### config.mk
export PLATFORM = sky130hd
export DESIGN_NAME = hc_sr04_distance_filter
export DESIGN_NICKNAME = d
export VERILOG_FILES = /design/src/rtl/hc_sr04_pkg.sv /design/src/rtl/hc_sr04_distance_filter_avg.sv /design/src/rtl/hc_sr04_distance_filter.sv
export SDC_FILE = /design/constraint.sdc
export NUM_CORES = 1
export LEC_CHECK = 0
export ABC_AREA = 1
export BUFFER_PORTS_ARGS = -buffer_cell sky130_fd_sc_hd__buf_2
export CORE_MARGIN = 5
export CORE_UTILIZATION = 35
export DETAILED_ROUTE_END_ITERATION = 10
export PLACE_DENSITY = 0.54
export SLEW_MARGIN = 20
export SYNTH_ARGS = -nofsm -noshare
export SYNTH_HDL_FRONTEND = slang
export SYNTH_SLANG_ARGS = --single-unit
### constraint.sdc
create_clock -name clk -period 7.6 [get_ports clk]
set_clock_uncertainty 0.15 [all_clocks]
set_input_delay 1.52 -clock clk [delete_from_list [all_inputs] [get_ports clk]]
set_output_delay 1.52 -clock clk [all_outputs]
set_load 0.005 [all_outputs]
### src/rtl/hc_sr04_pkg.sv
// Shared constants, state encoding and elaboration-time helpers for the
// HC-SR04 measurement and filtering blocks.
package hc_sr04_pkg;

    localparam int SOUND_SPEED_M_S = 340;
    localparam int CM_SCALE_LOG2   = 24;

    typedef enum logic [1:0] {
        EMPTY    = 2'd0,
        TRACKING = 2'd1,
        FAULT    = 2'd2
    } dist_filt_state_t;

    // Echo ticks for a round trip to max_m metres (truncated).
    function automatic longint calc_max_ticks(input longint clk_freq, input longint max_m);
        return (clk_freq * 2 * max_m) / SOUND_SPEED_M_S;
    endfunction

    // Ticks-to-cm factor in Q24: cm = ticks * (v*100/2) / f, rounded to nearest.
    function automatic longint calc_k(input longint clk_freq);
        longint num;
        num = (longint'(SOUND_SPEED_M_S) * 50) <<< CM_SCALE_LOG2;
        return (num + clk_freq / 2) / clk_freq;
    endfunction

endpackage

### src/rtl/hc_sr04_distance_filter_avg.sv
// Power-of-two moving average: ring buffer plus running sum. A prime
// request fills every slot with the incoming value so the average equals
// the sample immediately. avg_next is the average including the current
// input, valid combinationally in the update cycle.
module pow2_moving_avg #(
    parameter int W    = 16,
    parameter int LOG2 = 2
) (
    input  logic         clk,
    input  logic         reset,
    input  logic         en,
    input  logic         prime,
    input  logic [W-1:0] din,
    output logic [W-1:0] avg_next
);

    localparam int N  = 1 << LOG2;
    localparam int SW = W + LOG2;

    logic [N-1:0][W-1:0] win_q;
    logic [LOG2-1:0]     ptr_q;   // slot holding the oldest sample
    logic [SW-1:0]       sum_q;
    logic [SW-1:0]       sum_nxt;

    // New sum: either a full prime or drop-oldest / add-newest.
    always_comb begin
        sum_nxt = sum_q;
        if (prime)
            sum_nxt = SW'(din) << LOG2;
        else
            sum_nxt = sum_q - SW'(win_q[ptr_q]) + SW'(din);
        avg_next = W'(sum_nxt >> LOG2);
    end

    // Ring buffer and running sum update on each accepted sample.
    always_ff @(posedge clk) begin
        if (reset) begin
            win_q <= '0;
            ptr_q <= '0;
            sum_q <= '0;
        end else if (en) begin
            sum_q <= sum_nxt;
            if (prime) begin
                win_q <= {N{din}};
                ptr_q <= '0;
            end else begin
                win_q[ptr_q] <= din;
                ptr_q        <= ptr_q + LOG2'(1);
            end
        end
    end

endmodule

### src/rtl/hc_sr04_distance_filter.sv
// Converts HC-SR04 echo tick counts to centimetres, smooths them with a
// power-of-two moving average, flags near obstacles with hysteresis and
// declares a sensor fault when samples stop arriving.
// Pipeline: S1 clamp+multiply, S2 round+saturate, S3 average/compare.
module hc_sr04_distance_filter
    import hc_sr04_pkg::*;
#(
    parameter int CLK_FREQ       = 100000000,
    parameter int MAX_DISTANCE_M = 4,
    parameter int TICK_WL        = 32,
    parameter int DIST_WL        = 16,
    parameter int AVG_LOG2       = 2,
    parameter int NEAR_CM        = 30,
    parameter int HYST_CM        = 5,
    parameter int TIMEOUT_MS     = 50
) (
    input  logic               clk,
    input  logic               reset,
    input  logic               i_valid,
    input  logic [TICK_WL-1:0] edge_ticks,
    output logic               o_valid,
    output logic [DIST_WL-1:0] dist_raw_cm,
    output logic [DIST_WL-1:0] dist_avg_cm,
    output logic               near_obstacle,
    output logic               sensor_fault
);

    localparam longint MAX_TICKS_L = calc_max_ticks(CLK_FREQ, MAX_DISTANCE_M);
    localparam longint K_L         = calc_k(CLK_FREQ);
    localparam longint TO_LIMIT_L  = (longint'(TIMEOUT_MS) * CLK_FREQ) / 1000;
    localparam int     TO_W        = $clog2(TO_LIMIT_L + 1);
    localparam int     PROD_WL     = TICK_WL + 32;

    localparam logic [TICK_WL-1:0] MAX_TICKS = TICK_WL'(MAX_TICKS_L);
    localparam logic [31:0]        K         = 32'(K_L);
    localparam logic [TO_W-1:0]    TO_LIMIT  = TO_W'(TO_LIMIT_L);
    localparam logic [DIST_WL-1:0] DIST_MAX  = '1;
    localparam logic [DIST_WL-1:0] NEAR_SET  = DIST_WL'(NEAR_CM);
    localparam logic [DIST_WL-1:0] NEAR_CLR  = DIST_WL'(NEAR_CM + HYST_CM);
    localparam logic [PROD_WL:0]   RND_HALF  = (PROD_WL + 1)'(1) << (CM_SCALE_LOG2 - 1);

    // vld_pipe[s] marks a sample leaving stage s; vld_pipe[3] is o_valid.
    logic [3:1]         vld_pipe;
    logic [TICK_WL-1:0] ticks_clamped;
    logic [PROD_WL-1:0] prod_s1;
    logic [PROD_WL:0]   rnd_full;
    logic [PROD_WL:0]   cm_full;
    logic [DIST_WL-1:0] cm_sat;
    logic [DIST_WL-1:0] cm_s2;
    logic [DIST_WL-1:0] avg_next;
    logic [TO_W-1:0]    to_cnt;
    logic               timeout_hit;
    logic               prime;
    logic               near_q;

    dist_filt_state_t   state, state_nxt;

    assign o_valid       = vld_pipe[3];
    assign near_obstacle = near_q;

    // Valid bits advance one stage per cycle; no stalls.
    always_ff @(posedge clk) begin
        if (reset) vld_pipe <= '0;
        else       vld_pipe <= {vld_pipe[2:1], i_valid};
    end

    // S1: saturate ticks at the range ceiling, then scale by K.
    always_comb begin
        ticks_clamped = (edge_ticks > MAX_TICKS) ? MAX_TICKS : edge_ticks;
    end

    // S1 register: Q24 centimetre product.
    always_ff @(posedge clk) begin
        if (reset)        prod_s1 <= '0;
        else if (i_valid) prod_s1 <= PROD_WL'(ticks_clamped) * PROD_WL'(K);
    end

    // S2: round Q24 to nearest cm and saturate to the output width.
    always_comb begin
        rnd_full = {1'b0, prod_s1} + RND_HALF;
        cm_full  = rnd_full >> CM_SCALE_LOG2;
        cm_sat   = (cm_full > (PROD_WL + 1)'(DIST_MAX)) ? DIST_MAX : cm_full[DIST_WL-1:0];
    end

    // S2 register.
    always_ff @(posedge clk) begin
        if (reset)            cm_s2 <= '0;
        else if (vld_pipe[1]) cm_s2 <= cm_sat;
    end

    // S3: window update; primed whenever the filter is not tracking.
    pow2_moving_avg #(
        .W    (DIST_WL),
        .LOG2 (AVG_LOG2)
    ) u_avg (
        .clk      (clk),
        .reset    (reset),
        .en       (vld_pipe[2]),
        .prime    (prime),
        .din      (cm_s2),
        .avg_next (avg_next)
    );

    // Cycles since the last i_valid; saturates at the limit.
    always_ff @(posedge clk) begin
        if (reset)                 to_cnt <= '0;
        else if (i_valid)          to_cnt <= '0;
        else if (to_cnt != TO_LIMIT) to_cnt <= to_cnt + TO_W'(1);
    end

    // Expiry on this edge; a simultaneous i_valid cancels it.
    assign timeout_hit = !i_valid && (to_cnt == TO_LIMIT - TO_W'(1));

    // S3 outputs: distances and hysteretic near flag; fault clears the flag.
    always_ff @(posedge clk) begin
        if (reset) begin
            dist_raw_cm <= '0;
            dist_avg_cm <= '0;
            near_q      <= 1'b0;
        end else if (vld_pipe[2]) begin
            dist_raw_cm <= cm_s2;
            dist_avg_cm <= avg_next;
            if (avg_next < NEAR_SET)      near_q <= 1'b1;
            else if (avg_next > NEAR_CLR) near_q <= 1'b0;
        end else if (timeout_hit) begin
            near_q <= 1'b0;
        end
    end

    // FSM state register.
    always_ff @(posedge clk) begin
        if (reset) state <= EMPTY;
        else       state <= state_nxt;
    end

    // FSM next state: a sample reaching S3 always returns to tracking.
    always_comb begin
        state_nxt = state;
        case (state)
            EMPTY, FAULT: begin
                if (vld_pipe[2])      state_nxt = TRACKING;
                else if (timeout_hit) state_nxt = FAULT;
            end
            TRACKING: begin
                if (timeout_hit) state_nxt = FAULT;
            end
            default: state_nxt = EMPTY;
        endcase
    end

    // FSM outputs.
    always_comb begin
        prime        = (state != TRACKING);
        sensor_fault = (state == FAULT);
    end

endmodule

Word-level counts from Yosys, hierarchy flattened

Cells that the tools add are included.

Input port bits: 35
Register bits after elaboration: 203
Output and inout bits: 35
Logic and storage cells: 57

Multiply operators: 1
Mux-type cells: 17
Reductions and logical operators: 8
Eq/ne operators: 6
Magnitude comparators: 6
Add/sub/neg operators: 5

Operators by type and width:

| cell                                                 | count |
|---|---|
| bitwise mux 64 bit                                   | 1 |
| 2-to-1 mux 64 bit                                    | 1 |
| 2-to-1 mux 16 bit                                    | 3 |
| adder 44 x 24 -> 45 bit, second input constant       | 1 |
| multiplier 32 x 10 -> 42 bit, second input constant  | 1 |
| binary-select mux 16 bit (select 2 bit)              | 1 |
| demux 16 bit (select 2 bit)                          | 1 |
| > comparator 32 x 22 -> 1 bit, second input constant | 1 |
| 2-to-1 mux 32 bit                                    | 1 |
| adder 23 x 1 -> 23 bit, second input constant        | 1 |
| == test 23 bit, second input constant                | 1 |
| != test 23 bit, second input constant                | 1 |
| > comparator 21 x 16 -> 1 bit, second input constant | 1 |
| adder 18 x 16 -> 18 bit                              | 1 |
| 2-to-1 mux 18 bit                                    | 1 |
| subtractor 18 x 16 -> 18 bit                         | 1 |
| > comparator 16 x 6 -> 1 bit, second input constant  | 1 |
| < comparator 16 x 5 -> 1 bit, second input constant  | 1 |
| 2-to-1 mux 2 bit                                     | 3 |
| 2-to-1 mux 1 bit                                     | 4 |
| case mux 2 bit (2 select lines)                      | 1 |
| OR reduction 2 bit                                   | 2 |
| < comparator 2 x 3 -> 1 bit, second input constant   | 1 |
| != test 3 x 1 -> 1 bit, second input constant        | 1 |
| other kinds (10)                                     | 11 |

Longest topological paths before layout

Gate-level depths: netlist (run 1).

Word-level depth: 9
Depth in mapped cells: 39
Gate-level depth less buffers: 39

Hierarchy

A second synthesis (run 1) with hierarchy kept.

Cell total of the unflattened synthesis: 2202
Area total of the unflattened synthesis: 15362.2 um2

Modules (own cells, without submodules):

| module                  | seq. area each (um2) | cells each | times used | area an instance (um2) |
|---|---|---|---|---|
| hc_sr04_distance_filter | 1961.9               | 1477       | 1          | 10297.4 |
| pow2_moving_avg         | 1681.6               | 725        | 1          | 5064.9 |

Least setup slack after synthesis (run 1)

Ideal clock, no wire load.

Path type: input to register
From: input edge_ticks[7]
To: register prod_s1[33]
Path slack: 925 ps
Setup time: 128 ps
Path buffers: 1
Stages on the path: 34
Arrival: 6396 ps
Path through: inv_1 > nand2_1 > or2_0 > nand3_1 > nand2_1 > nand2_1 > nand2_1 > nand2_1 > inv_2 > buf_1 > nor2_1 > inv_1 > ha_1 > ha_1 > inv_1 > xor2_1 > ha_1 > xor2_1 > ha_1 > inv_1 > fa_1 > inv_1 > ha_1 > nand2_1 > nor2_1 > inv_1 > nor3_1 > nand3_1 > o21ai_1 > nand3_1 > nand2_1 > nand2_1 > nand2_1 > o22ai_1

Longest elaborated chain between the ends: 3

Ends and longest elaborated chain:

| item                           | RTL line                      | source |
|---|---|---|
| start: declaration             | hc_sr04_distance_filter.sv:20 | `input logic [TICK_WL-1:0] edge_ticks,` |
| > comparator 32 x 22 -> 1 bit  | hc_sr04_distance_filter.sv:69 | `ticks_clamped = (edge_ticks > MAX_TICKS) ? MAX_TICKS : edge_ticks;` |
| 2-to-1 mux 32 bit *            | hc_sr04_distance_filter.sv:69 |  |
| multiplier 32 x 10 -> 42 bit * | hc_sr04_distance_filter.sv:75 | `else if (i_valid) prod_s1 <= PROD_WL'(ticks_clamped) * PROD_WL'(K);` |
| end signal: assignment         | hc_sr04_distance_filter.sv:75 |  |
| end: declaration               | hc_sr04_distance_filter.sv:45 | `logic [PROD_WL-1:0] prod_s1;` |

Mark *: on every way between the ends. The rest lies on a longest branch, timed or not.
A chain may end at the register's enable or synchronous reset.

Worst setup path after layout (run 1)

From: input edge_ticks[6]
To: register prod_s1[33]

The elaborated chain is that of the path after synthesis.

==> impl_metrics.xml, run 1 <==
<?xml version="1.0" encoding="UTF-8"?>
<metrics>
  <group name="drt">
    <metric name="avgViaCountPerCell" unit="">4.831</metric>
    <metric name="detailedRoute.firstIterationViolations" unit="">921</metric>
    <metric name="detailedRoute.firstPassIterationCount" unit="">5</metric>
    <metric name="detailroute.via_count" unit="">13286</metric>
    <metric name="antenna_violating_nets_left" unit="">0</metric>
    <metric name="wl_per_cell" unit="um">13.93</metric>
    <metric name="wirelength" unit="mm">38.32</metric>
    <metric name="drc_errors" unit="">0</metric>
  </group>
  <group name="finish">
    <metric name="area_growth" unit="%">11.06</metric>
    <metric name="final_layout_net_count" unit="">2468</metric>
    <metric name="layout.cells.most_common_list" unit="">sky130_fd_sc_hd__nand2_1, sky130_fd_sc_hd__inv_1, sky130_fd_sc_hd__nor2_1, sky130_fd_sc_hd__a21oi_1, sky130_fd_sc_hd__ha_1</metric>
    <metric name="count_of_antenna_diodes_in_the_layout" unit="">0</metric>
    <metric name="layout-drive-gt1-share" unit="%">8.232</metric>
    <metric name="mostFrequentLayoutCell" unit="">sky130_fd_sc_hd__nand2_1</metric>
  </group>
  <group name="power_and_ir_drop">
    <metric name="power_per_cell_area" unit="nW/um2">176.5</metric>
    <metric name="peak_supply_drop" unit="mV">0.1243</metric>
    <metric name="leakagePower" unit="uW">0.008155</metric>
    <metric name="report.power.total" unit="uW">2881</metric>
  </group>
  <group name="floorplan">
    <metric name="rows" unit="">75</metric>
    <metric name="io_pins" unit="">70</metric>
    <metric name="core_area" unit="um2">41760</metric>
    <metric name="die_y" unit="um">214.9</metric>
    <metric name="die-area" unit="um2">46190</metric>
    <metric name="initial_core_util" unit="%">35.20</metric>
    <metric name="horizontal_die_dimension" unit="um">214.9</metric>
  </group>
  <group name="setup_path">
    <metric name="timing.critical_path.arrival" unit="ps">7030</metric>
    <metric name="timing.reg2reg.setup_slack" unit="ps">3390</metric>
    <metric name="path_class" unit="">in -&gt; reg</metric>
    <metric name="worstPathRequired" unit="ps">7740</metric>
    <metric name="timing.critical_path.slowest_cell_delay" unit="ps">490</metric>
    <metric name="regToRegEndpoint" unit="">near_obstacle</metric>
    <metric name="crit_top_cell" unit="">sky130_fd_sc_hd__nand2_1</metric>
    <metric name="endpoint_kind" unit="">register</metric>
    <metric name="worst_r2r_startpoint" unit="">u_avg.ptr_q[0]</metric>
    <metric name="setup_crit_start_kind" unit="">input port</metric>
    <metric name="worstPathMaxFanout" unit="">19</metric>
    <metric name="critical-path-slowest-cell" unit="">sky130_fd_sc_hd__fa_1</metric>
    <metric name="r2r.worst_path.cells" unit="">22</metric>
  </group>
  <group name="sta">
    <metric name="finalSetupViolations" unit="">0</metric>
    <metric name="hold_ws" unit="ps">300.8</metric>
    <metric name="setup-tns-final" unit="ps">0</metric>
    <metric name="hold_violations" unit="">0</metric>
    <metric name="finalMaxSlewViolations" unit="">0</metric>
    <metric name="timing_limited_maximum_frequency" unit="GHz">0.1450</metric>
    <metric name="worstMarginPinSlew" unit="ps">903.6</metric>
    <metric name="slew-limit-headroom" unit="%">39.70</metric>
    <metric name="finalWorstPathRequiredPeriod" unit="ps">6896</metric>
    <metric name="layout_worst_path_cycle_share" unit="%">90.74</metric>
    <metric name="grt_setup_unrepaired" unit="">no</metric>
  </group>
  <group name="clock_network">
    <metric name="cts.repair_timing.setup_buffer_count" unit="">0</metric>
    <metric name="htreeDepth" unit="">4</metric>
    <metric name="clock_sink_count" unit="">166</metric>
    <metric name="cts_tree" unit="">yes</metric>
    <metric name="clk_path_buf_depth" unit="">2</metric>
    <metric name="cts_inserted_buffers" unit="">17</metric>
    <metric name="clockRootBuffer" unit="">sky130_fd_sc_hd__clkbuf_16</metric>
    <metric name="count_of_cells_resized_by_post_cts_repair" unit="">0</metric>
    <metric name="postCtsHoldBufs" unit="">0</metric>
    <metric name="clkTransAtPathRegs" unit="ps">70</metric>
    <metric name="clock_latency_reported_for_the_late_side_of_the_worst_skew_pair" unit="ps">440</metric>
  </group>
  <group name="yosys">
    <metric name="synth_enable_flop_cells" unit="">0</metric>
    <metric name="synth_seq_area_share" unit="%">22.61</metric>
    <metric name="number_of_cells_produced_by_synthesis" unit="">2109</metric>
    <metric name="yosys.cell_types.count" unit="">54</metric>
    <metric name="syn_area" unit="um2">14700</metric>
    <metric name="synthArstFlopShare" unit="%">0</metric>
    <metric name="synth_flop_type" unit="">sky130_fd_sc_hd__dfxtp_1</metric>
    <metric name="postSynthAreaPerCell" unit="um2">6.969</metric>
    <metric name="yosysWarnings" unit="">0</metric>
    <metric name="synth.ff_latch_count" unit="">166</metric>
  </group>
  <group name="job">
    <metric name="maxCapViolCount" unit="">0</metric>
  </group>
  <group name="min_path">
    <metric name="hold-path-cell-count" unit="">1</metric>
    <metric name="hold_class" unit="">reg -&gt; reg</metric>
    <metric name="worst_hold_startpoint" unit="">to_cnt[19]</metric>
    <metric name="worst_hold_path.endpoint" unit="">to_cnt[19]</metric>
  </group>
  <group name="status">
    <metric name="outcome" unit="">complete, no violations</metric>
  </group>
  <group name="placement">
    <metric name="post-dp-hpwl" unit="mm">30.44</metric>
    <metric name="port_buffers" unit="">69</metric>
    <metric name="gp_congestion" unit="">0.9072</metric>
  </group>
  <group name="global_route">
    <metric name="wire_length_of_the_first_global_routing_pass" unit="mm">64.42</metric>
    <metric name="largest_net_degree_at_the_start_of_global_routing" unit="">103</metric>
    <metric name="grt_antenna_before_repair" unit="">0</metric>
    <metric name="grt_overflow_total" unit="">0</metric>
    <metric name="vias_in_the_first_global_route" unit="">13303</metric>
    <metric name="grt_util_all_layers" unit="%">16.52</metric>
  </group>
</metrics>
worst max path at each step:
stage / slack [ps] / from / endpoint
final: 700 / edge_ticks[6] / prod_s1[33]
after global routing: 270 / edge_ticks[6] / prod_s1[33]
after CTS: 810 / edge_ticks[6] / prod_s1[33]
after detailed placement: 370 / edge_ticks[6] / prod_s1[33]
after global placement: 330 / edge_ticks[6] / prod_s1[33]
after floorplan: 930 / edge_ticks[7] / prod_s1[33]
layout make-up:
type,instances,area (um2)
Clock buffer,19,442.9
Clock inverter,13,123.9
Fill cell,4446,25440
Inverter,413,1550
Multi-Input combinational cell,1505,9662
Sequential cell,166,3323
Tap cell,539,674.4
Timing Repair Buffer,95,546.8
synthesized netlist by cell type (all sizes together) (7+ instances only):
master	instances	area, um2
o211ai	9	67.56
or2	8	50.05
a21oi	186	938.4
ha	177	2215
dfxtp	166	3323
inv	411	1543
xor2	54	480.5
buf	24	158.9
a21o	11	82.58
clkbuf	50	187.7
nor4	8	80.08
nor2	190	723.2
nand4	15	93.84
o22ai	30	187.7
nand2	417	1568
a31oi	15	93.84
fa	58	1161
o21bai	26	195.2
nand3	42	237.7
o21a	7	52.55
a31o	16	140.1
nor3	34	196.4
xnor2	14	122.6
o21ai	116	618.1
state kept, by name, indices dropped and copies added (netlist names):
register / cells
dist_raw_cm: 16
u_avg.sum_q: 2
near_obstacle: 1
prod_s1: 21
to_cnt: 23
vld_pipe: 3
state: 2
u_avg.win_q: 64
u_avg.ptr_q: 2
cm_s2: 16
dist_avg_cm: 16
worst max-delay path, delay by kind of cell:
| family | cells | cell delay, ps |
|---|---|---|
| buffers and inverters | 7 | 650 |
| and+or+nand+nor | 14 | 1560 |
| AOI/OAI and AO/OA | 6 | 1220 |
| adders and majority gates | 6 | 2040 |
power by group:
group | leakage, uW | total [uW] | internal (uW) | switching, uW
registers | 0.00135 | 970 | 925 | 44.6
clock network | 0.000270 | 839 | 463 | 376
logic | 0.00654 | 1070 | 389 | 683
layer usage:
metal,track usage [%],vias up,part of all wire (%)
met3,1.858,42,3.2
met1,21.20,6175,46
met4,3.607,0,1.5
met2,29.92,220,49
met5,0,-,0
li1,-,6849,-
stage by stage:
| step | area (um2) | std cells | utilization [%] | setup slack, ps |
|---|---|---|---|---|
| floorplan | 14880 | 2158 | - | 925.2 |
| global placement | 15750 | 2718 | 37.72 | 325.8 |
| detailed placement | 15750 | 2718 | 37.72 | 368.9 |
| CTS | 16320 | 2750 | 39.08 | 810.0 |
| global route | 16320 | 2750 | 39.09 | 271.6 |
| finish | 16320 | 2750 | 39.09 | 703.9 |
logic make-up (layout without fill, tap and decap cells):
| group | count (synthesis) | count (layout) | synth area share (%) |
|---|---|---|---|
| buffers and inverters | 487 | 540 | 12.91 |
| xor gates and xnor gates | 68 | 68 | 4.103 |
| other | 2 | 51 | 0.05110 |
| and+or+nand+nor | 718 | 718 | 20.24 |
| adders and majority gates | 235 | 235 | 22.97 |
| AOI/OAI and AO/OA | 433 | 433 | 17.12 |
| DFF | 166 | 166 | 22.61 |
(Power assumes the default switching activity.)
==> inputs of run 2 (changes only) <==
--- a/config.mk
+++ b/config.mk
@@ -11,6 +11,7 @@
 export CORE_UTILIZATION = 35
 export DETAILED_ROUTE_END_ITERATION = 10
 export PLACE_DENSITY = 0.54
+export RECOVER_POWER = 50
 export SLEW_MARGIN = 20
 export SYNTH_ARGS = -nofsm -noshare
 export SYNTH_HDL_FRONTEND = slang
==> run 2 against run 1 <==
  * The flow now finishes with violations (capacitance limit, slew limit)
  * Routed wire length fell by 0.22%
  * Register-to-register slack improved by 20 ps
  * Sequential power barely moved
  * Fmax barely moved
  * Highest routed layer unchanged
==> impl_metrics.xml, run 2 (synthesized netlist as in run 1, its figures left out) <==
<?xml version="1.0" encoding="UTF-8"?>
<metrics>
  <group name="status">
    <metric name="violations" unit="">capacitance limit, slew limit</metric>
    <metric name="outcome" unit="">complete, but fails checks</metric>
  </group>
  <group name="drt">
    <metric name="top_layer_used" unit="">met4</metric>
    <metric name="detailedRoute.firstIterationViolations" unit="">888</metric>
    <metric name="detailroute.via_count" unit="">13263</metric>
    <metric name="wirelength" unit="mm">38.23</metric>
    <metric name="detailedRoute.firstPassIterationCount" unit="">5</metric>
    <metric name="antenna_violating_nets_left" unit="">0</metric>
    <metric name="avgViaCountPerCell" unit="">4.823</metric>
    <metric name="wl_per_cell" unit="um">13.90</metric>
    <metric name="met2_length" unit="mm">18.70</metric>
    <metric name="drc_errors" unit="">0</metric>
    <metric name="met3WireLength" unit="mm">1.172</metric>
    <metric name="routedLengthMet1" unit="mm">17.79</metric>
  </group>
  <group name="finish">
    <metric name="largest_register_ff_count" unit="">64</metric>
    <metric name="mostFrequentLayoutCell" unit="">sky130_fd_sc_hd__nand2_1</metric>
    <metric name="top_register" unit="">u_avg.win_q</metric>
    <metric name="count_of_antenna_diodes_in_the_layout" unit="">0</metric>
    <metric name="layout-drive-gt1-share" unit="%">6.875</metric>
    <metric name="layout.cells.most_common_list" unit="">sky130_fd_sc_hd__nand2_1, sky130_fd_sc_hd__inv_1, sky130_fd_sc_hd__nor2_1, sky130_fd_sc_hd__a21oi_1, sky130_fd_sc_hd__ha_1</metric>
    <metric name="area_growth" unit="%">10.66</metric>
    <metric name="final_layout_net_count" unit="">2468</metric>
    <metric name="top_regs" unit="">u_avg.win_q (64), to_cnt (23), prod_s1 (21)</metric>
    <metric name="finish.cell_count_without_fillers" unit="">2750</metric>
  </group>
  <group name="setup_path">
    <metric name="first_element_of_the_critical_path" unit="">edge_ticks[6]</metric>
    <metric name="regToRegEndpoint" unit="">near_obstacle</metric>
    <metric name="setup_crit_start_kind" unit="">input port</metric>
    <metric name="worst_r2r_startpoint" unit="">u_avg.ptr_q[0]</metric>
    <metric name="timing.critical_path.slowest_cell_delay" unit="ps">490</metric>
    <metric name="worstPathMaxFanout" unit="">19</metric>
    <metric name="r2r.worst_path.cells" unit="">22</metric>
    <metric name="endpoint_kind" unit="">register</metric>
    <metric name="path_class" unit="">in -&gt; reg</metric>
    <metric name="timing.critical_path.arrival" unit="ps">7030</metric>
    <metric name="critical-path-slowest-cell" unit="">sky130_fd_sc_hd__fa_1</metric>
    <metric name="worstPathRequired" unit="ps">7740</metric>
    <metric name="timing.reg2reg.setup_slack" unit="ps">3410</metric>
    <metric name="crit_top_cell" unit="">sky130_fd_sc_hd__nand2_1</metric>
  </group>
  <group name="global_route">
    <metric name="grt_overflow_total" unit="">0</metric>
    <metric name="vias_in_the_first_global_route" unit="">13303</metric>
    <metric name="wire_length_of_the_first_global_routing_pass" unit="mm">64.42</metric>
    <metric name="largest_net_degree_at_the_start_of_global_routing" unit="">103</metric>
    <metric name="grt_util_all_layers" unit="%">16.52</metric>
    <metric name="grt_antenna_before_repair" unit="">0</metric>
  </group>
  <group name="sta">
    <metric name="layout_worst_path_cycle_share" unit="%">90.67</metric>
    <metric name="finalMaxSlewViolations" unit="">103</metric>
    <metric name="slew-limit-headroom" unit="%">-212.0</metric>
    <metric name="setup-tns-final" unit="ps">0</metric>
    <metric name="finalSetupViolations" unit="">0</metric>
    <metric name="worstMarginPinSlew" unit="ps">4679</metric>
    <metric name="finalWorstPathRequiredPeriod" unit="ps">6891</metric>
    <metric name="hold_violations" unit="">0</metric>
    <metric name="final_critical_path_setup_slack" unit="ps">709.1</metric>
    <metric name="timing_limited_maximum_frequency" unit="GHz">0.1451</metric>
    <metric name="grt_setup_unrepaired" unit="">no</metric>
  </group>
  <group name="power_and_ir_drop">
    <metric name="peak_supply_drop" unit="mV">0.1239</metric>
    <metric name="power_per_cell_area" unit="nW/um2">176.8</metric>
    <metric name="leakagePower" unit="uW">0.008039</metric>
  </group>
  <group name="clock_network">
    <metric name="cts_tree" unit="">yes</metric>
    <metric name="htreeDepth" unit="">4</metric>
    <metric name="clockRootBuffer" unit="">sky130_fd_sc_hd__clkbuf_16</metric>
    <metric name="clk_path_buf_depth" unit="">2</metric>
    <metric name="postCtsHoldBufs" unit="">0</metric>
    <metric name="cts.repair_timing.setup_buffer_count" unit="">0</metric>
    <metric name="clkTransAtPathRegs" unit="ps">70</metric>
    <metric name="clock_sink_count" unit="">166</metric>
    <metric name="clock_latency_reported_for_the_late_side_of_the_worst_skew_pair" unit="ps">440</metric>
    <metric name="cts_inserted_buffers" unit="">17</metric>
    <metric name="count_of_cells_resized_by_post_cts_repair" unit="">0</metric>
  </group>
  <group name="floorplan">
    <metric name="die_y" unit="um">214.9</metric>
    <metric name="horizontal_die_dimension" unit="um">214.9</metric>
    <metric name="rows" unit="">75</metric>
    <metric name="die-area" unit="um2">46190</metric>
    <metric name="initial_core_util" unit="%">35.20</metric>
    <metric name="core_area" unit="um2">41760</metric>
    <metric name="io_pins" unit="">70</metric>
  </group>
  <group name="min_path">
    <metric name="hold_class" unit="">reg -&gt; reg</metric>
    <metric name="hold-path-cell-count" unit="">2</metric>
    <metric name="worst_hold_path.endpoint" unit="">dist_raw_cm[1]</metric>
    <metric name="worst_hold_startpoint" unit="">dist_raw_cm[1]</metric>
  </group>
  <group name="placement">
    <metric name="dpl_worst_slack" unit="ps">368.9</metric>
    <metric name="gp_congestion" unit="">0.9072</metric>
    <metric name="post-dp-hpwl" unit="mm">30.44</metric>
    <metric name="port_buffers" unit="">69</metric>
    <metric name="place_inst" unit="">2718</metric>
  </group>
  <group name="job">
    <metric name="maxCapViolCount" unit="">1</metric>
  </group>
</metrics>
-- run 2: cell types whose count changed in the layout (fill, tap and decap cells not counted), sizes merged --
cell | before | now
clkbuf | 19 | 46
buf | 95 | 68
-- run 2: report_power, final --
group	leakage, uW	internal, uW	switching (uW)
clock	0.000270	463	376
sequential	0.00135	925	44.7
combinational	0.00642	387	680
-- run 2: metal layers --
layer  track usage [%]  vias up
met5                 0        -
met4             3.607        0
met3             1.858       39
met2             29.92      210
met1             21.20     6160
li1                  -     6854
-- run 2: layout make-up --
cell class / instances / area, um2
Fill cell: 4461 / 25490
Multi-Input combinational cell: 1505 / 9651
Sequential cell: 166 / 3323
Inverter: 413 / 1550
Tap cell: 539 / 674.4
Timing Repair Buffer: 95 / 499.2
Clock buffer: 19 / 442.9
Clock inverter: 13 / 123.9
-- run 2: worst max-delay path by stage --
stage                   to  cells after the start
5_1_grt        prod_s1[33]                     32
3_5_place_dp   prod_s1[33]                     33
3_3_place_gp   prod_s1[33]                     33
6_report       prod_s1[33]                     33
4_1_cts        prod_s1[33]                     33
2_1_floorplan  prod_s1[33]                     34
-- run 2: worst max-delay path: cells and delay by family --
kind / cells / cell delay (ps)
fa+ha+maj: 6 / 2040
simple gates: 14 / 1590
compound gates: 6 / 1230
buf+inv: 7 / 650
-- run 2: metrics by stage --
step | hold WS [ps] | instance area (um2) | total power, uW | utilization, %
6_report | 304.9 | 16260 | 2876 | 38.95
5_1_grt | 325.6 | 16260 | 3100 | 38.95
4_1_cts | 308.0 | 16320 | 2816 | 39.08
3_5_place_dp | 297.5 | 15750 | 1971 | 37.72
3_3_place_gp | 284.4 | 15750 | 1965 | 37.72
2_1_floorplan | 272.8 | 14880 | 1803 | -
==> inputs of run 3 (changes only) <==
--- a/config.mk
+++ b/config.mk
@@ -9,10 +9,12 @@
 export BUFFER_PORTS_ARGS = -buffer_cell sky130_fd_sc_hd__buf_2
 export CORE_MARGIN = 5
 export CORE_UTILIZATION = 35
+export CTS_BUF_LIST = sky130_fd_sc_hd__clkbuf_4 sky130_fd_sc_hd__clkbuf_8
 export DETAILED_ROUTE_END_ITERATION = 10
 export PLACE_DENSITY = 0.54
 export RECOVER_POWER = 50
 export SLEW_MARGIN = 20
 export SYNTH_ARGS = -nofsm -noshare
 export SYNTH_HDL_FRONTEND = slang
+export SYNTH_HIERARCHICAL = 1
 export SYNTH_SLANG_ARGS = --single-unit
==> run 3 against run 2 <==
  * The run still ends with capacitance limit, slew limit left
  * Global-route usage is essentially flat
  * First-iteration DRC count is 21% lower
  * Area after synthesis grew 4.5%
  * Critical path type unchanged
==> impl_metrics.xml, run 3 <==
<?xml version="1.0" encoding="UTF-8"?>
<metrics>
  <group name="status">
    <metric name="outcome" unit="">complete, but fails checks</metric>
    <metric name="violations" unit="">capacitance limit, slew limit</metric>
  </group>
  <group name="finish">
    <metric name="top_register" unit="">u_avg/win_q</metric>
    <metric name="final_layout_net_count" unit="">2554</metric>
    <metric name="layout-drive-gt1-share" unit="%">6.446</metric>
    <metric name="area_growth" unit="%">8.976</metric>
    <metric name="mostFrequentLayoutCell" unit="">sky130_fd_sc_hd__inv_1</metric>
    <metric name="largest_register_ff_count" unit="">64</metric>
    <metric name="count_of_antenna_diodes_in_the_layout" unit="">0</metric>
    <metric name="top_regs" unit="">u_avg/win_q (64), to_cnt (23), prod_s1 (21)</metric>
    <metric name="layout.cells.most_common_list" unit="">sky130_fd_sc_hd__inv_1, sky130_fd_sc_hd__nand2_1, sky130_fd_sc_hd__nor2_1, sky130_fd_sc_hd__o21ai_0</metric>
  </group>
  <group name="min_path">
    <metric name="hold-path-cell-count" unit="">2</metric>
    <metric name="hold_class" unit="">reg -&gt; reg</metric>
    <metric name="worst_hold_path.endpoint" unit="">u_avg/sum_q[0]</metric>
    <metric name="worst_hold_startpoint" unit="">u_avg/sum_q[0]</metric>
  </group>
  <group name="clock_network">
    <metric name="clkTransAtPathRegs" unit="ps">100</metric>
    <metric name="cts.repair_timing.setup_buffer_count" unit="">0</metric>
    <metric name="clock_latency_reported_for_the_late_side_of_the_worst_skew_pair" unit="ps">480</metric>
    <metric name="htreeDepth" unit="">4</metric>
    <metric name="cts_tree" unit="">yes</metric>
    <metric name="clk_path_buf_depth" unit="">2</metric>
    <metric name="clock_sink_count" unit="">182</metric>
    <metric name="cts_inserted_buffers" unit="">17</metric>
    <metric name="count_of_cells_resized_by_post_cts_repair" unit="">0</metric>
    <metric name="postCtsHoldBufs" unit="">0</metric>
    <metric name="clockRootBuffer" unit="">sky130_fd_sc_hd__clkbuf_8</metric>
  </group>
  <group name="sta">
    <metric name="slew-limit-headroom" unit="%">-49.30</metric>
    <metric name="timing_limited_maximum_frequency" unit="GHz">0.1466</metric>
    <metric name="grt_setup_unrepaired" unit="">no</metric>
    <metric name="hold_ws" unit="ps">320.7</metric>
    <metric name="finalWorstPathRequiredPeriod" unit="ps">6820</metric>
    <metric name="finalMaxSlewViolations" unit="">108</metric>
    <metric name="setup-tns-final" unit="ps">0</metric>
    <metric name="layout_worst_path_cycle_share" unit="%">89.74</metric>
    <metric name="hold_violations" unit="">0</metric>
    <metric name="worstMarginPinSlew" unit="ps">2239</metric>
    <metric name="finalSetupViolations" unit="">0</metric>
  </group>
  <group name="yosys">
    <metric name="synth_seq_area_share" unit="%">23.72</metric>
    <metric name="number_of_cells_produced_by_synthesis" unit="">2202</metric>
    <metric name="yosys.cell_types.count" unit="">52</metric>
    <metric name="synth.top_cell.area_share" unit="%">23.72</metric>
    <metric name="synth_flop_type" unit="">sky130_fd_sc_hd__dfxtp_1</metric>
    <metric name="post_synth_main_area_contributors" unit="">sky130_fd_sc_hd__dfxtp_1, sky130_fd_sc_hd__ha_1, sky130_fd_sc_hd__inv_1</metric>
    <metric name="postSynthAreaPerCell" unit="um2">6.976</metric>
    <metric name="yosysWarnings" unit="">6</metric>
    <metric name="synth_enable_flop_cells" unit="">0</metric>
    <metric name="yosys.cell_count.top_type" unit="">sky130_fd_sc_hd__inv_1</metric>
    <metric name="syn_area" unit="um2">15360</metric>
    <metric name="synth_area_leader_cell" unit="">sky130_fd_sc_hd__dfxtp_1</metric>
    <metric name="synth.top_cells.by_count" unit="">sky130_fd_sc_hd__inv_1, sky130_fd_sc_hd__nand2_1, sky130_fd_sc_hd__nor2_1</metric>
    <metric name="synthArstFlopShare" unit="%">0</metric>
    <metric name="synth.ff_latch_count" unit="">182</metric>
  </group>
  <group name="power_and_ir_drop">
    <metric name="peak_supply_drop" unit="mV">0.1379</metric>
    <metric name="power_switching" unit="uW">1232</metric>
    <metric name="pwr-share-comb" unit="%">39.8</metric>
    <metric name="power_per_cell_area" unit="nW/um2">174.4</metric>
    <metric name="leakagePower" unit="uW">0.008396</metric>
    <metric name="share_clk_of_total_power" unit="%">22.5</metric>
    <metric name="p_sw_share" unit="%">42.18</metric>
    <metric name="seq_power_share" unit="%">37.7</metric>
    <metric name="internal_power" unit="uW">1688</metric>
  </group>
  <group name="setup_path">
    <metric name="endpoint_kind" unit="">register</metric>
    <metric name="timing.reg2reg.setup_slack" unit="ps">2730</metric>
    <metric name="worst_r2r_startpoint" unit="">u_avg/ptr_q[0]</metric>
    <metric name="regToRegEndpoint" unit="">near_obstacle</metric>
    <metric name="timing.critical_path.arrival" unit="ps">7050</metric>
    <metric name="worstPathMaxFanout" unit="">21</metric>
    <metric name="timing.critical_path.slowest_cell_delay" unit="ps">490</metric>
    <metric name="worstPathRequired" unit="ps">7830</metric>
    <metric name="r2r.worst_path.cells" unit="">17</metric>
    <metric name="critical-path-slowest-cell" unit="">sky130_fd_sc_hd__fa_1</metric>
    <metric name="setup_crit_start_kind" unit="">input port</metric>
    <metric name="path_class" unit="">in -&gt; reg</metric>
  </group>
  <group name="placement">
    <metric name="port_buffers" unit="">69</metric>
    <metric name="post-dp-hpwl" unit="mm">30.27</metric>
    <metric name="gp_congestion" unit="">0.8804</metric>
  </group>
  <group name="global_route">
    <metric name="grt_overflow_total" unit="">0</metric>
    <metric name="largest_net_degree_at_the_start_of_global_routing" unit="">65</metric>
    <metric name="vias_in_the_first_global_route" unit="">13759</metric>
    <metric name="wire_length_of_the_first_global_routing_pass" unit="mm">66.27</metric>
    <metric name="grt_antenna_before_repair" unit="">0</metric>
    <metric name="grt_util_all_layers" unit="%">16.48</metric>
  </group>
  <group name="drt">
    <metric name="detailedRoute.firstPassIterationCount" unit="">5</metric>
    <metric name="wl_per_cell" unit="um">13.54</metric>
    <metric name="wirelength" unit="mm">39.00</metric>
    <metric name="avgViaCountPerCell" unit="">4.824</metric>
    <metric name="antenna_violating_nets_left" unit="">0</metric>
    <metric name="detailroute.via_count" unit="">13899</metric>
    <metric name="drc_errors" unit="">0</metric>
    <metric name="detailedRoute.firstIterationViolations" unit="">702</metric>
  </group>
  <group name="floorplan">
    <metric name="io_pins" unit="">70</metric>
    <metric name="die_y" unit="um">219.5</metric>
    <metric name="die-area" unit="um2">48180</metric>
    <metric name="core_area" unit="um2">43270</metric>
    <metric name="horizontal_die_dimension" unit="um">219.5</metric>
    <metric name="rows" unit="">76</metric>
    <metric name="initial_core_util" unit="%">35.51</metric>
  </group>
  <group name="job">
    <metric name="maxCapViolCount" unit="">2</metric>
  </group>
</metrics>
==> run 3: cell count changes in the layout (fill, tap and decap cells not counted), moves of 17 or more <==
cell / previous run / this run
sky130_fd_sc_hd__nand2_1: 416 / 312
sky130_fd_sc_hd__o21ai_0: 98 / 191
sky130_fd_sc_hd__nor2_1: 188 / 268
sky130_fd_sc_hd__nand3_1: 38 / 72
sky130_fd_sc_hd__xor2_1: 53 / 35
sky130_fd_sc_hd__clkbuf_16: 17 / 0
==> run 3: area by class of cell <==
type / count / area, um2
inverters: 418 / 1569
clock buffers: 18 / 241.5
well taps: 585 / 732.0
flip-flops and latches: 182 / 3646
repair buffers: 91 / 459.2
fillers: 4710 / 26530
multi-input cells: 1573 / 9945
clock inverters: 14 / 148.9
==> run 3: power groups by stage <==
stage                     Combinational (uW)  Clock (uW)  Sequential, uW
after floorplan                          924           0            1090
after global placement                  1070           0            1120
after detailed placement                1070           0            1120
after CTS                               1080         681            1100
after global routing                    1340         721            1110
final                                   1160         657            1100
==> run 3: metrics by stage <==
step	std cells	utilization, %	power, uW	worst slack (ps)	cell area (um2)
after floorplan	2251	-	2016	917.9	15550
after global placement	2849	37.91	2188	354.6	16400
after detailed placement	2849	37.91	2196	302.7	16400
after CTS	2881	38.81	2861	776.8	16790
after global routing	2881	38.69	3173	162.4	16740
final	2881	38.69	2920	779.8	16740
==> run 3: critical path, delay by kind of cell <==
family | cells | cell delay [ps]
and+or+nand+nor | 13 | 1660
buffers and inverters | 7 | 800
adders and majority gates | 6 | 1960
AOI/OAI and AO/OA | 5 | 1090
==> run 3: worst max path at each step <==
stage	start	endpoint	slack, ps
after CTS	edge_ticks[18]	prod_s1[34]	780
after global placement	edge_ticks[18]	prod_s1[34]	350
after global routing	edge_ticks[18]	prod_s1[31]	160
after detailed placement	edge_ticks[18]	prod_s1[34]	300
final	edge_ticks[18]	prod_s1[34]	780
after floorplan	edge_ticks[18]	prod_s1[34]	920
==> run 3: kinds of logic after synthesis <==
logic type	share of synthesized area, %
xor gates and xnor gates	3.364
and+or+nand+nor	20.83
AOI/OAI and AO/OA	17.19
DFF	23.72
adders and majority gates	22.10
other	0.04889
buffers and inverters	12.75
==> run 3: per-layer routing <==
layer,share of wire [%],global-route usage (%),vias up,wire (um)
li1,-,-,7161,-
met1,47,21.14,6520,18240
met2,49,29.91,181,19260
met3,2.3,1.415,37,894
met4,1.6,4.019,0,606
met5,0,0,-,0
